===== src/rtl/mem_lsu.sv =====
// mem_lsu: load/store unit for the MEM stage, feeding the MEM/WB register.
// Byte, halfword and word accesses use little-endian lanes with sign or zero
// extension. Requests go out over a req/gnt/rvalid bus and the pipeline stalls
// while they are in flight. Misaligned accesses are reported and not issued.
// Optional: define MEM_LSU_TIMEOUT_EN to add a bus watchdog that aborts a
// transaction after TIMEOUT_CYC cycles and pulses buserr_o.
module mem_lsu #(
   parameter int unsigned ADDR_W      = 32,
   parameter int unsigned REG_ADDR_W  = 5,
   parameter int unsigned TIMEOUT_CYC = 255
) (
   input  logic                  clk,
   input  logic                  rst_n,
   input  logic                  valid_i,
   input  logic [REG_ADDR_W-1:0] wd_i,
   input  logic                  wreg_i,
   input  logic [31:0]           wdata_i,
   input  logic [3:0]            lsu_op_i,
   input  logic [31:0]           store_data_i,
   output logic                  stall_o,
   output logic                  dreq_o,
   output logic                  dwe_o,
   output logic [ADDR_W-1:0]     daddr_o,
   output logic [3:0]            dbe_o,
   output logic [31:0]           dwdata_o,
   input  logic                  dgnt_i,
   input  logic                  drvalid_i,
   input  logic [31:0]           drdata_i,
   output logic [REG_ADDR_W-1:0] wd_o,
   output logic                  wreg_o,
   output logic [31:0]           wdata_o,
   output logic                  valid_o,
   output logic                  misalign_o,
   output logic                  buserr_o
);

   localparam logic [3:0] OP_LB  = 4'd1;
   localparam logic [3:0] OP_LBU = 4'd2;
   localparam logic [3:0] OP_LH  = 4'd3;
   localparam logic [3:0] OP_LHU = 4'd4;
   localparam logic [3:0] OP_LW  = 4'd5;
   localparam logic [3:0] OP_SB  = 4'd6;
   localparam logic [3:0] OP_SH  = 4'd7;
   localparam logic [3:0] OP_SW  = 4'd8;

   typedef enum logic [1:0] {
      S_IDLE = 2'd0,
      S_REQ  = 2'd1,
      S_WAIT = 2'd2
   } state_t;

   function automatic logic op_is_load(input logic [3:0] op);
      return (op >= OP_LB) && (op <= OP_LW);
   endfunction

   function automatic logic op_is_store(input logic [3:0] op);
      return (op >= OP_SB) && (op <= OP_SW);
   endfunction

   // Halfwords need bit 0 clear, words need both low bits clear.
   function automatic logic op_misaligned(input logic [3:0] op, input logic [1:0] a);
      logic mis;
      case (op)
         OP_LH, OP_LHU, OP_SH: mis = a[0];
         OP_LW, OP_SW:         mis = (a != 2'b00);
         default:              mis = 1'b0;
      endcase
      return mis;
   endfunction

   // Loads and word stores enable every lane.
   function automatic logic [3:0] store_be(input logic [3:0] op, input logic [1:0] a);
      logic [3:0] be;
      case (op)
         OP_SB:   be = 4'b0001 << a;
         OP_SH:   be = a[1] ? 4'b1100 : 4'b0011;
         default: be = 4'b1111;
      endcase
      return be;
   endfunction

   // Narrow stores are replicated so the enabled lane always carries the data.
   function automatic logic [31:0] store_data(input logic [3:0] op, input logic [31:0] sd);
      logic [31:0] d;
      case (op)
         OP_SB:   d = {4{sd[7:0]}};
         OP_SH:   d = {2{sd[15:0]}};
         default: d = sd;
      endcase
      return d;
   endfunction

   // Select the addressed lane(s) of the read word and extend to 32 bits.
   function automatic logic [31:0] load_extract(input logic [3:0] op, input logic [1:0] a,
                                                input logic [31:0] rd);
      logic signed [7:0]  b8;
      logic signed [15:0] h16;
      logic [31:0]        res;
      b8  = rd[{a, 3'b000} +: 8];
      h16 = a[1] ? rd[31:16] : rd[15:0];
      case (op)
         OP_LB:   res = 32'(b8);
         OP_LBU:  res = {24'h000000, unsigned'(b8)};
         OP_LH:   res = 32'(h16);
         OP_LHU:  res = {16'h0000, unsigned'(h16)};
         default: res = rd;
      endcase
      return res;
   endfunction

   state_t                  state_p1, state_p0;
   logic                    stall_c;
   logic                    vld_p0, wreg_p0, mis_p0, berr_p0;
   logic [REG_ADDR_W-1:0]   wd_p0;
   logic [31:0]             wdata_p0;
   logic                    dreq_p0, dwe_p0;
   logic [ADDR_W-1:0]       daddr_p0;
   logic [3:0]              dbe_p0;
   logic [31:0]             dwdata_p0;
   logic                    wdog_hit;

`ifdef MEM_LSU_TIMEOUT_EN
   localparam int unsigned CNT_W = ($clog2(TIMEOUT_CYC + 1) > 8) ? $clog2(TIMEOUT_CYC + 1) : 8;
   logic [CNT_W-1:0] wdog_cnt_p1;

   // The count reads N-1 during the Nth cycle in a bus state, so the limit fires in cycle TIMEOUT_CYC.
   assign wdog_hit = (wdog_cnt_p1 == CNT_W'(TIMEOUT_CYC - 1));

   // Watchdog: restart on entry to REQ/WAIT, count each cycle spent there, saturate.
   always_ff @(posedge clk or negedge rst_n) begin
      if (!rst_n) begin
         wdog_cnt_p1 <= '0;
      end else if ((state_p0 != state_p1) && (state_p0 != S_IDLE)) begin
         wdog_cnt_p1 <= '0;
      end else if ((state_p1 != S_IDLE) && (wdog_cnt_p1 != '1)) begin
         wdog_cnt_p1 <= wdog_cnt_p1 + CNT_W'(1);
      end
   end
`else
   assign wdog_hit = 1'b0;
`endif

   // Next state, next MEM/WB/bus register contents and the combinational stall.
   always_comb begin
      state_p0  = state_p1;
      stall_c   = 1'b0;
      vld_p0    = 1'b0;
      wreg_p0   = 1'b0;
      mis_p0    = 1'b0;
      berr_p0   = 1'b0;
      wd_p0     = wd_o;
      wdata_p0  = wdata_o;
      dreq_p0   = dreq_o;
      dwe_p0    = dwe_o;
      daddr_p0  = daddr_o;
      dbe_p0    = dbe_o;
      dwdata_p0 = dwdata_o;
      case (state_p1)
         S_IDLE: begin
            if (valid_i) begin
               if (!op_is_load(lsu_op_i) && !op_is_store(lsu_op_i)) begin
                  vld_p0   = 1'b1;
                  wreg_p0  = wreg_i;
                  wd_p0    = wd_i;
                  wdata_p0 = wdata_i;
               end else if (op_misaligned(lsu_op_i, wdata_i[1:0])) begin
                  vld_p0   = 1'b1;
                  mis_p0   = 1'b1;
                  wd_p0    = wd_i;
                  wdata_p0 = wdata_i;
               end else begin
                  stall_c   = 1'b1;
                  dreq_p0   = 1'b1;
                  dwe_p0    = op_is_store(lsu_op_i);
                  daddr_p0  = {wdata_i[ADDR_W-1:2], 2'b00};
                  dbe_p0    = store_be(lsu_op_i, wdata_i[1:0]);
                  dwdata_p0 = store_data(lsu_op_i, store_data_i);
                  state_p0  = S_REQ;
               end
            end
         end
         S_REQ: begin
            if (dgnt_i) begin
               dreq_p0 = 1'b0;
               if (dwe_o) begin
                  vld_p0   = 1'b1;
                  state_p0 = S_IDLE;
               end else begin
                  stall_c  = 1'b1;
                  state_p0 = S_WAIT;
               end
            end else if (wdog_hit) begin
               dreq_p0  = 1'b0;
               vld_p0   = 1'b1;
               berr_p0  = 1'b1;
               state_p0 = S_IDLE;
            end else begin
               stall_c = 1'b1;
            end
         end
         S_WAIT: begin
            if (drvalid_i) begin
               vld_p0   = 1'b1;
               wreg_p0  = wreg_i;
               wd_p0    = wd_i;
               wdata_p0 = load_extract(lsu_op_i, wdata_i[1:0], drdata_i);
               state_p0 = S_IDLE;
            end else if (wdog_hit) begin
               vld_p0   = 1'b1;
               berr_p0  = 1'b1;
               state_p0 = S_IDLE;
            end else begin
               stall_c = 1'b1;
            end
         end
         default: begin
            state_p0 = S_IDLE;
         end
      endcase
   end

   // Keep the pipeline free while reset is held so every output reads 0.
   assign stall_o = rst_n & stall_c;

   // MEM/WB register, bus request register and FSM state.
   always_ff @(posedge clk or negedge rst_n) begin
      if (!rst_n) begin
         state_p1   <= S_IDLE;
         valid_o    <= 1'b0;
         wreg_o     <= 1'b0;
         misalign_o <= 1'b0;
         buserr_o   <= 1'b0;
         wd_o       <= '0;
         wdata_o    <= '0;
         dreq_o     <= 1'b0;
         dwe_o      <= 1'b0;
         daddr_o    <= '0;
         dbe_o      <= '0;
         dwdata_o   <= '0;
      end else begin
         state_p1   <= state_p0;
         valid_o    <= vld_p0;
         wreg_o     <= wreg_p0;
         misalign_o <= mis_p0;
         buserr_o   <= berr_p0;
         wd_o       <= wd_p0;
         wdata_o    <= wdata_p0;
         dreq_o     <= dreq_p0;
         dwe_o      <= dwe_p0;
         daddr_o    <= daddr_p0;
         dbe_o      <= dbe_p0;
         dwdata_o   <= dwdata_p0;
      end
   end

endmodule


===== config.mk =====
export PLATFORM = sky130hd
export DESIGN_NAME = mem_lsu
export DESIGN_NICKNAME = d
export VERILOG_FILES = /design/src/rtl/mem_lsu.sv
export SDC_FILE = /design/constraint.sdc
export NUM_CORES = 1
export LEC_CHECK = 0
export ABC_AREA = 0
export CORE_MARGIN = 10
export CORE_UTILIZATION = 40
export DETAILED_ROUTE_END_ITERATION = 7
export GPL_TIMING_DRIVEN = 0
export PLACE_DENSITY = 0.74
export SYNTH_ARGS = -nofsm -noshare
export SYNTH_HDL_FRONTEND = slang
export SYNTH_SLANG_ARGS = --single-unit

===== constraint.sdc =====
create_clock -name clk -period 2.9 [get_ports clk]
set_input_delay 0.58 -clock clk [delete_from_list [all_inputs] [get_ports clk]]
set_output_delay 0.58 -clock clk [all_outputs]
set_load 0.03 [all_outputs]

* Word level (Yosys, flattened, before mapping) *
Index checks and enable logic that the tools add are counted.

storage, ports and cells
  register bits = 110
  input bits = 111
  output and inout port bits = 112
  logic and storage cells = 103

cells by class
  order comparisons = 4
  equal/unequal tests = 16
  shift operators = 2
  muxes and demuxes = 52
  bitwise logic cells = 3
  reduce and logical (&&, ||, !) cells = 15

operators by type and width
  kind                                                                    number
  32-bit two-way mux                                                      4
  32-bit case mux with 2 select lines                                     2
  32-bit case mux with 4 select lines                                     1
  32-bit by 6-bit variable part select with 8-bit output                  1
  1-bit two-way mux                                                       25
  5-bit two-way mux                                                       4
  4-bit by 3-bit == test with 1-bit output (second input constant)        4
  16-bit two-way mux                                                      1
  2-bit two-way mux                                                       6
  2-bit != test (second input constant)                                   5
  5-bit case mux with 2 select lines                                      1
  5-bit AND reduction                                                     2
  4-bit by 2-bit == test with 1-bit output (second input constant)        2
  4-bit case mux with 2 select lines                                      1
  4-bit AND reduction                                                     2
  1-bit case mux with 2 select lines                                      3
  1-bit case mux with 3 select lines                                      2
  2-bit case mux with 3 select lines                                      1
  2-bit nonzero test                                                      3
  4-bit by 1-bit == test with 1-bit output (second input constant)        1
  4-bit == test (second input constant)                                   1
  4-bit by 1-bit >= comparator with 1-bit output (second input constant)  1
  4-bit by 3-bit >= comparator with 1-bit output (second input constant)  1
  4-bit by 3-bit <= comparator with 1-bit output (second input constant)  1
  13 further kinds                                                        17

* Depth between registers and ports, before layout *
Gate-level depths: netlist (run 1).

  depth after elaboration = 12
  gate-level depth with buffers = 9
  mapped depth without buffers = 5

* Least setup slack after synthesis (run 1) *
OpenSTA, ideal clock, no wires.

  path type = in2out
  from = input lsu_op_i[0]
  to = output stall_o
  arrival = 2003 ps
  required time = 2320 ps
  path slack = 317 ps
  stages = 6
  path buffers = 2
  cells stage by stage = buf_2 nor3_2 xnor2_1 o2111a_1 buf_2 o31a_1

between the ends
  cells in the longest elaborated chain, start to end = 11
  elaborated cells between the ends (all ways) = 25
  those cells by class = order compare (4); eq/ne (5); mux (8); bitwise (1); reduce/logical (7)

RTL lines
  element                                                           line  text
  start, declared                                                   18    input logic [3:0] lsu_op_i,
  4-bit by 3-bit == test with 1-bit output (tied with other cells)  63    case (op)
  3-bit OR reduction or 2-bit OR reduction (tied branches)          63
  1-bit case mux with 2 select lines                                63
  1-bit two-way mux                                                 161   if (!op_is_load(lsu_op_i) && !op_is_store(lsu_op_i)) begin
  1-bit two-way mux                                                 160   if (valid_i) begin
  1-bit two-way mux                                                 158   case (state_p1)
  1-bit two-way mux                                                 166   end else if (op_misaligned(lsu_op_i, wdata_i[1:0])) begin
  1-bit two-way mux *                                               161
  1-bit two-way mux *                                               160
  1-bit case mux with 3 select lines *                              158
  1-bit AND *                                                       223   assign stall_o = rst_n & stall_c;
  end, declared                                                     20    output logic stall_o,

Every way passes the cells marked *; elsewhere a longest branch is shown, timed or not. The select of a mux whose other input is x is not followed.

* Final worst setup path (run 1) *
  from = input lsu_op_i[1]
  to = output stall_o

The elaborated chain is that of the path after synthesis.

==> results of run 1 <==
final cells by class:
type,count,area (um2)
Timing Repair Buffer,220,2200
Clock buffer,9,225
Buffer,51,300
Antenna cell,1,2.50
Multi-Input combinational cell,485,2780
Fill cell,1239,5480
Sequential cell,110,2750
Clock inverter,7,57.6
Tap cell,180,225
Inverter,3,11.3
sequential cells by signal, summed over array words and instances, names as in the netlist, 2 cells and up:
signal and cells:
daddr_o 30, dbe_o 4, dwdata_o 32, wd_o 5, state_p1 2, wdata_o 32
cell families (layout without fill, tap and decap cells):
logic type      Yosys count  count (layout)
xor+xnor                  2               2
buf+inv                  54             290
other cells               1               4
simple gates            245             245
mux                      48              48
flops                   110             110
compound gates          187             187
synthesized netlist by cell type, drive strengths merged (3+ instances only):
cell | instances | area, um2
a21oi | 61 | 324
o31a | 9 | 78.8
nor3b | 5 | 42.5
mux4 | 8 | 180
o21ai | 79 | 395
mux2i | 39 | 390
inv | 3 | 11.3
buf | 36 | 229
clkbuf | 15 | 56.3
dfrtp | 110 | 2750
nand3 | 4 | 25.0
o22ai | 8 | 50.1
nor2 | 38 | 145
nand2b | 7 | 43.8
o22a | 3 | 26.3
a31oi | 6 | 37.5
nand2 | 180 | 676
o221ai | 8 | 70.1
stage by stage:
step	utilization	total power, mW	setup TNS, ns
detailed placement	0.586	6.81	-1.54
finish	0.610	7.98	0
global placement	0.584	6.74	-360.66
global route	0.609	8.46	0
floorplan	-	4.80	0
CTS	0.607	8.05	0
routing by layer:
metal | GRT usage | vias to the layer above | share of wire
li1 | - | 2705 | -
met1 | 0.272 | 2745 | 0.41
met2 | 0.345 | 293 | 0.45
met3 | 0.112 | 41 | 0.12
met4 | 0.0663 | 0 | 0.024
met5 | 0 | - | 0
final timing paths:
check | slack [ns] | startpoint | endpoint | cells after the start
worst max-delay path | 0.12 | lsu_op_i[1] | stall_o | 6
worst min-delay path | 0.11 | rst_n | daddr_o[2] | 1
min in group clk | 0.47 | wd_o[0] | wd_o[0] | 2
worst min register to register | 0.47 | wd_o[0] | wd_o[0] | 2
worst max register to register | 0.65 | state_p1[1] | wdata_o[15] | 6
max in group asynchronous | 2.09 | rst_n | dwdata_o[5] | 2
repair_timing:
action                     CTS  global route
setup buffers                1             2
resized for setup           13             5
setup endpoints to repair    1             1
pin swaps                    1             0
power breakdown:
group          internal [mW]  switching [mW]
combinational           1.69            2.52
sequential              2.18           0.368
clock                  0.595           0.627
==> results_dict.tcl, run 1 <==
set metrics [dict create \
    status "finished, final reports clean" \
    die_area_um2 19700 \
    synth_ff_type "dfrtp_1" \
    core_um2 14000 \
    portBuffers 216 \
    ys_ff_latch 110 \
    h-tree-depth 3 \
    period_minus_slack_ns 2.78 \
    synth_simple_gate_area_frac 0.175 \
    cts-buffers-inserted 9 \
    path_class "in -> out" \
    area_growth_pct 47.5 \
    worstPathMaxFanout 10 \
    cp_common_cell "o31a_1" \
    die_h_um 140 \
    final_cell_mix "clkdlybuf4s50_1, nand2_1, dfrtp_1, o21ai_0, a21oi_1" \
    rsz0062_at_grt "false" \
    slowest_stage "o31a_1" \
    dp.cells 1046 \
    root_buffer "clkbuf_16" \
    drv_cap 0 \
    wl_per_cell_um 21.2 \
    powerDensity_nw_per_um2 932 \
    ys.warnings.count 0 \
    worstSetupStartpointType "input pin" \
    place.gp.congestion 0.918 \
    final_cells 1066 \
    grt_overflow 0 \
    syn_inst 647 \
    clockBufferDepth 2 \
    num_vias 5784 \
    grt_pass1_wl_mm 34.8 \
    nets 991 \
    ant_nets 0 \
    finalMaxSlewViolations 0 \
    fin_worst_skew_ns 0.0111 \
    hold_viol 0 \
    fmax_mhz 360 \
    synth_edf_count 0 \
    hold-worst-slack_ns 0.114 \
    pin_count 223 \
    floorplan.initialDensity 0.413 \
    via_per_inst 5.43 \
    leakage_nw 3.75 \
    synth_fa_ha_area_frac 0 \
    cts_sinks 110 \
    slowest_delay_ns 0.37 \
    cts_tree "done" \
    tightest_slew_ns 0.671 \
    slew_headroom 0.549 \
    post_route_cells_drive_above_1_share 0.0927 \
    worstPathCellList "dlygate4sd2_1 > o31a_1 > o2111a_1 > buf_4 > o31a_1 > buf_2" \
    cp.required_ns 2.32 \
    grt_pass1_vias 5819 \
    setup_slack_ns 0.123 \
    syn_area_per_cell_um2 8.97 \
    yosysSeqAreaShare 0.474 \
    synth_cell_types 50 \
    grt_max_degree 76 \
    worstHoldPathType "in -> async" \
    cp.arrival_ns 2.20 \
    fin_area_um2 8560 \
    syn_area_um2 5800 \
    totalWireLength_mm 22.6 \
    std_cell_rows 43 \
    antenna_found_initial 2 \
    synthArstFlopShare 1.00 \
    synth_compound_area_frac 0.196 \
    cts.hold.buffers_added 0 \
    synth_xor_area_frac 0.00302 \
    max-vdd-ir-drop_v 0.000688 \
    clkSlewWorstSetupHoldPaths_ns 0.07 \
    synthMuxAreaShare 0.100 \
    synth_top_family_by_area "compound AO/OA/AOI/OAI gates" \
    period_share 0.958 \
    route.detailed.drc 0 \
    grt.total_usage 0.225 \
    final_common_cell "clkdlybuf4s50_1" \
    drt_iter0_drc 558 \
    critPathTopFamily "compound AO/OA/AOI/OAI gates" \
    die_w_um 140 \
    setup_viol 0 \
    pre_cts_ws_ns -0.855 \
    dp_hpwl_mm 17.5 \
    cp-end-kind "primary output" \
    drt_pass1_iterations 7 \
    crit_buf_inv 3 \
    placed_area_um2 8230 \
    clk_latency_ns 0.37 \
]
Note: power is estimated with default switching activity, not from simulation.
==> run 2: changes to the inputs <==
--- a/config.mk
+++ b/config.mk
@@ -14,3 +14,4 @@
 export SYNTH_ARGS = -nofsm -noshare
 export SYNTH_HDL_FRONTEND = slang
 export SYNTH_SLANG_ARGS = --single-unit
+export TNS_END_PERCENT = 10
==> results of run 2 <==
Same layout as run 1: the final DEF is identical, and so are final timing and power.
==> run 3: changes to the inputs <==
--- a/config.mk
+++ b/config.mk
@@ -6,6 +6,7 @@
 export NUM_CORES = 1
 export LEC_CHECK = 0
 export ABC_AREA = 0
+export CORE_ASPECT_RATIO = 2
 export CORE_MARGIN = 10
 export CORE_UTILIZATION = 40
 export DETAILED_ROUTE_END_ITERATION = 7
==> results_dict.tcl, run 3 (synthesized netlist as in run 1, its figures left out) <==
set metrics [dict create \
    fin_worst_skew_ns 0.00923 \
    drt_pass1_iterations 5 \
    cp.arrival_ns 2.23 \
    final_cell_mix "clkdlybuf4s50_1, nand2_1, dfrtp_1, o21ai_0, a21oi_1" \
    biggestRegsByFlops "dwdata_o x32, wdata_o x32, daddr_o x30" \
    dr_wl_met2_mm 12.7 \
    path_class "in -> out" \
    clk_latency_ns 0.35 \
    sw_frac_of_total 0.435 \
    cp.required_ns 2.32 \
    p_switching_mw 3.50 \
    period_minus_slack_ns 2.81 \
    antenna_found_initial 0 \
    setup_slack_ns 0.0887 \
    slowest_delay_ns 0.49 \
    routed.top_layer "met4" \
    grt.total_usage 0.229 \
    totalWireLength_mm 23.2 \
    drt_iter0_drc 283 \
    fmax_mhz 356 \
    finalMaxSlewViolations 0 \
    grt_pass1_vias 6082 \
    slowest_stage "clkdlybuf4s50_1" \
    rsz0062_at_grt "false" \
    period_share 0.969 \
    hold_viol 0 \
    grt_max_degree 83 \
    r2r-end "wdata_o[6]" \
    root_buffer "clkbuf_16" \
    grt_overflow 0 \
    max-vdd-ir-drop_v 0.000393 \
    die_w_um 105 \
    reg2reg_from "state_p1[1]" \
    pwr-share-comb 0.525 \
    route.detailed.drc 0 \
    via_per_inst 5.35 \
    cts.hold.buffers_added 0 \
    cts-buffers-inserted 9 \
    tightest_slew_ns 0.676 \
    cts_tree "done" \
    r2r_cells 6 \
    cts_sinks 110 \
    clockBufferDepth 2 \
    h-tree-depth 3 \
    pin_count 223 \
    critPathTopFamily "buffers and inverters" \
    floorplan.initialDensity 0.407 \
    cp-end-kind "primary output" \
    die_area_um2 20000 \
    final_common_cell "clkdlybuf4s50_1" \
    num_vias 5760 \
    die_h_um 190 \
    powerDensity_nw_per_um2 939 \
    worstHoldPathType "in -> async" \
    dp_hpwl_mm 18.4 \
    core_um2 14300 \
    status "finished, final reports clean" \
    place.gp.congestion 0.941 \
    clock_power_share 0.160 \
    grt_pass1_wl_mm 35.7 \
    post_route_cells_drive_above_1_share 0.0893 \
    area_growth_pct 47.6 \
    cp_common_cell "buf_4" \
    ant_nets 0 \
    worstPathCellList "clkdlybuf4s50_1 > buf_4 > nand3b_1 > o2111a_1 > buf_4 > o31a_1 > buf_2" \
    nets 991 \
    pre_cts_ws_ns -0.883 \
    leakage_nw 3.74 \
    portBuffers 216 \
    wl_met1_mm 7.75 \
    crit_buf_inv 4 \
    drv_cap 0 \
    slew_headroom 0.549 \
    setup_viol 0 \
    ff2ff_setup_slack_ns 0.81 \
    wl_per_cell_um 21.5 \
    power_mw 8.05 \
    std_cell_rows 62 \
    insertedDiodeCount 0 \
    clkSlewWorstSetupHoldPaths_ns 0.08 \
    met3_length_mm 1.44 \
    worstPathMaxFanout 10 \
    p_seq_frac 0.314 \
    intPower_mw 4.55 \
    worstSetupStartpointType "input pin" \
]
run 3: layer usage:
layer / GRT usage / up-vias
li1: - / 2707
met1: 0.228 / 2734
met2: 0.424 / 261
met3: 0.0542 / 58
met4: 0.126 / 0
met5: 0 / -
run 3: layout make-up:
cell class | instances | area, um2
Fill cell | 1345 | 5700
Multi-Input combinational cell | 485 | 2770
Sequential cell | 110 | 2750
Timing Repair Buffer | 220 | 2200
Buffer | 51 | 297
Tap cell | 192 | 240
Clock buffer | 10 | 229
Clock inverter | 6 | 68.8
Inverter | 3 | 11.3
run 3: repair_timing:
item,4_1_cts,5_1_grt
setup endpoints to repair,1,1
pin swaps,2,0
gates resized for setup,12,3
setup buffers,3,0
run 3: how the worst max path moves through the flow:
stage	start	depth (start not counted)	slack, ns	end
final	lsu_op_i[3]	7	0.09	stall_o
after global routing	lsu_op_i[3]	7	0.004	stall_o
after CTS	lsu_op_i[2]	8	0.03	stall_o
after detailed placement	lsu_op_i[1]	7	-0.88	stall_o
after global placement	rst_n	3	-3.79	stall_o
after floorplan	lsu_op_i[0]	6	0.32	stall_o
run 3: worst reg2reg max path, stage by stage, from the launching register on:
cell       delay (ns)
dfrtp_1          0.47
or3b_1           0.41
a311o_1          0.40
a2bb2oi_4        0.22
buf_6            0.18
a21oi_1          0.21
a21oi_2          0.08
run 3: through the flow:
stage / std cells / TNS, ns / utilization / hold WS [ns] / instance area, um2
3_3_place_gp: 1057 / -363.67 / 0.575 / 0.449 / 8210
2_1_floorplan: 649 / 0 / - / 0.284 / 5810
4_1_cts: 1077 / 0 / 0.601 / 0.103 / 8570
3_5_place_dp: 1058 / -3.28 / 0.577 / 0.455 / 8240
5_1_grt: 1077 / 0 / 0.600 / 0.118 / 8570
6_report: 1077 / 0 / 0.600 / 0.105 / 8570
run 3: power by group through the flow:
| stage | logic (mW) | clock network, mW | registers, mW |
|---|---|---|---|
| after floorplan | 0.956 | 0 | 3.85 |
| after detailed placement | 4.26 | 0 | 2.55 |
| final | 4.23 | 1.29 | 2.53 |
| after global placement | 4.23 | 0 | 2.54 |
| after CTS | 4.28 | 1.32 | 2.53 |
| after global routing | 4.49 | 1.37 | 2.62 |
==> patch (config.mk and constraints of run 3) <==
Build with the macro `MEM_LSU_TIMEOUT_EN` defined.
--- a/src/rtl/mem_lsu.sv
+++ b/src/rtl/mem_lsu.sv
@@ -5,4 +5,6 @@
 // Optional: define MEM_LSU_TIMEOUT_EN to add a bus watchdog that aborts a
 // transaction after TIMEOUT_CYC cycles and pulses buserr_o.
+`define MEM_LSU_TIMEOUT_EN
+
 module mem_lsu #(
    parameter int unsigned ADDR_W      = 32,
Check against the original RTL: same outputs for any inputs over 4 cycles, from zero or initial values and one cycle with rst_n low; that may be too few to reach the edited logic, so the function may still have changed.
==> patch against run 3 <==
Routed wire length rose by 2.0%; critical endpoint unchanged; largest power group unchanged; via count fell by 0.42%; largest cell class unchanged; final area rose by 11%; sequential cell count rose by 9; synthesized cell count fell by 12%; power rose by 34%; synthesized area rose by 9.9%; worst setup slack got worse by 0.070 ns.
==> patch: results (changes against run 3) <==
- R2R depth: 9 (+3)
- Final #Nets: 926 (-6.6%)
- Post-synthesis compound-gate area fraction: 15.9% (-3.7 points)
- Status: finished clean
- Worst Tran Pin Value: 0.937 ns (+0.261 ns)
- Xor/xnor cell area share of the yosys netlist: 1.10% (+0.80 points)
- Critical Path Start: lsu_op_i[2]
- Mux contribution to synthesized area: 21.6% (+12 points)
- CTS Buf Count: 17 (+8)
- IO Port Bufs: 218 (+0.93%)
- H-tree depth: 4 (+1)
- Total wire length: 23.6 mm (+2.0%)
- Clk_lat worst skew: 0.43 ns (+0.08 ns)
- Worst Skew: 0.0106 ns (+0.00135 ns)
- Detail Placement HPWL: 18.7 mm (+1.3%)
- Initial antenna violation count: 4 (+4)
- Pin count of the biggest net entering global routing: 75 (-9.6%)
- LEAKAGE: 0.00402 uW (+7.4%)
- Final Cycle Share: 99.4% (+2.4 points)
- Gr usage total: 21.6% (-1.3 points)
- Layout cells sized above 1: 19.0% (+10 points)
- Crit path arrival time: 2.30 ns (+0.07 ns)
- DR pass1 iterations: 7 (+2)
- VDD IR max: 0.000606 V (+54%)
- Synth unique cells: 59 (+18%)
- Post-synthesis sequential area ratio: 46.7% (-0.72 points)
-- patch: cell types whose count changed after synthesis, moves of 9 or more --
cell	run 3	this run
a21oi_1	56	30
a221o_1	0	16
buf_2	21	7
clkbuf_1	15	28
dfrtp_1	110	119
mux2_2	1	46
mux2_4	0	30
mux2i_1	39	25
nand2_1	180	46
o21ai_0	61	43
o21ai_1	18	1
-- patch: metal layers --
layer	global-route usage, %	vias up	share of wire, %
met3	7.84	61	8.7
li1	-	2592	-
met4	14.1	0	5.7
met1	20.3	2795	33
met2	38.0	288	52
met5	0	-	0
-- patch: path summary, 6_finish.rpt --
kind	endpoint
min in group clk	dwdata_o[31]$_DFFE_PN0P_
max in group asynchronous	wdog_cnt_p1[1]$_DFFE_PN0P_
min reg2reg	dwdata_o[31]$_DFFE_PN0P_
max	stall_o
max reg2reg	wdog_cnt_p1[1]$_DFFE_PN0P_
min	dwdata_o[7]$_DFFE_PN0P_
-- patch: where the power goes --
group / switching [uW] / total (uW) / internal [uW]
clock: 822 / 2140 / 1320
combinational: 3110 / 5740 / 2630
sequential: 477 / 2940 / 2460
total: 4410 / 10800 / 6400
-- patch: cell type report --
class,instances,area [um2]
clock inverter,13,148
buffer,41,246
antenna,4,10.0
tap,201,251
clock buffer,19,453
inverter,11,41.3
sequential,119,2980
fill,1306,6170
multi-input combinational,396,3160
timing repair buffer,223,2230
-- patch: stage by stage --
step	setup TNS, ns	hold WS, ns	std cells
2_1_floorplan	0	0.284	569
3_3_place_gp	-404.07	0.463	988
3_5_place_dp	-20.02	0.476	989
4_1_cts	0	0.0849	1023
5_1_grt	-0.0422	0.102	1027
6_report	0	0.0804	1027
-- patch: repair_timing --
action                                  4_1_cts  5_1_grt
buffers inserted                              4        0
resized for setup                            17        7
endpoints found under the setup margin        1       18
pin swaps                                     5        2
hold buffers                                  0        0
-- patch: cell families after synthesis --
logic type,after synthesis
multiplexers,108
AND/OR/NAND/NOR,122
buffers and inverters,54
other,1
flip-flops,119
adder cells (fa/ha/maj),6
AO/OA/AOI/OAI,150
XOR/XNOR,8
-- patch: critical path, stage by stage --
cell and delay (ns):
dlygate4sd2_1 0.25, clkbuf_4 0.18, or3b_2 0.48, a21oi_4 0.16, o31ai_2 0.09, buf_4 0.16, a311oi_4 0.21, buf_6 0.18
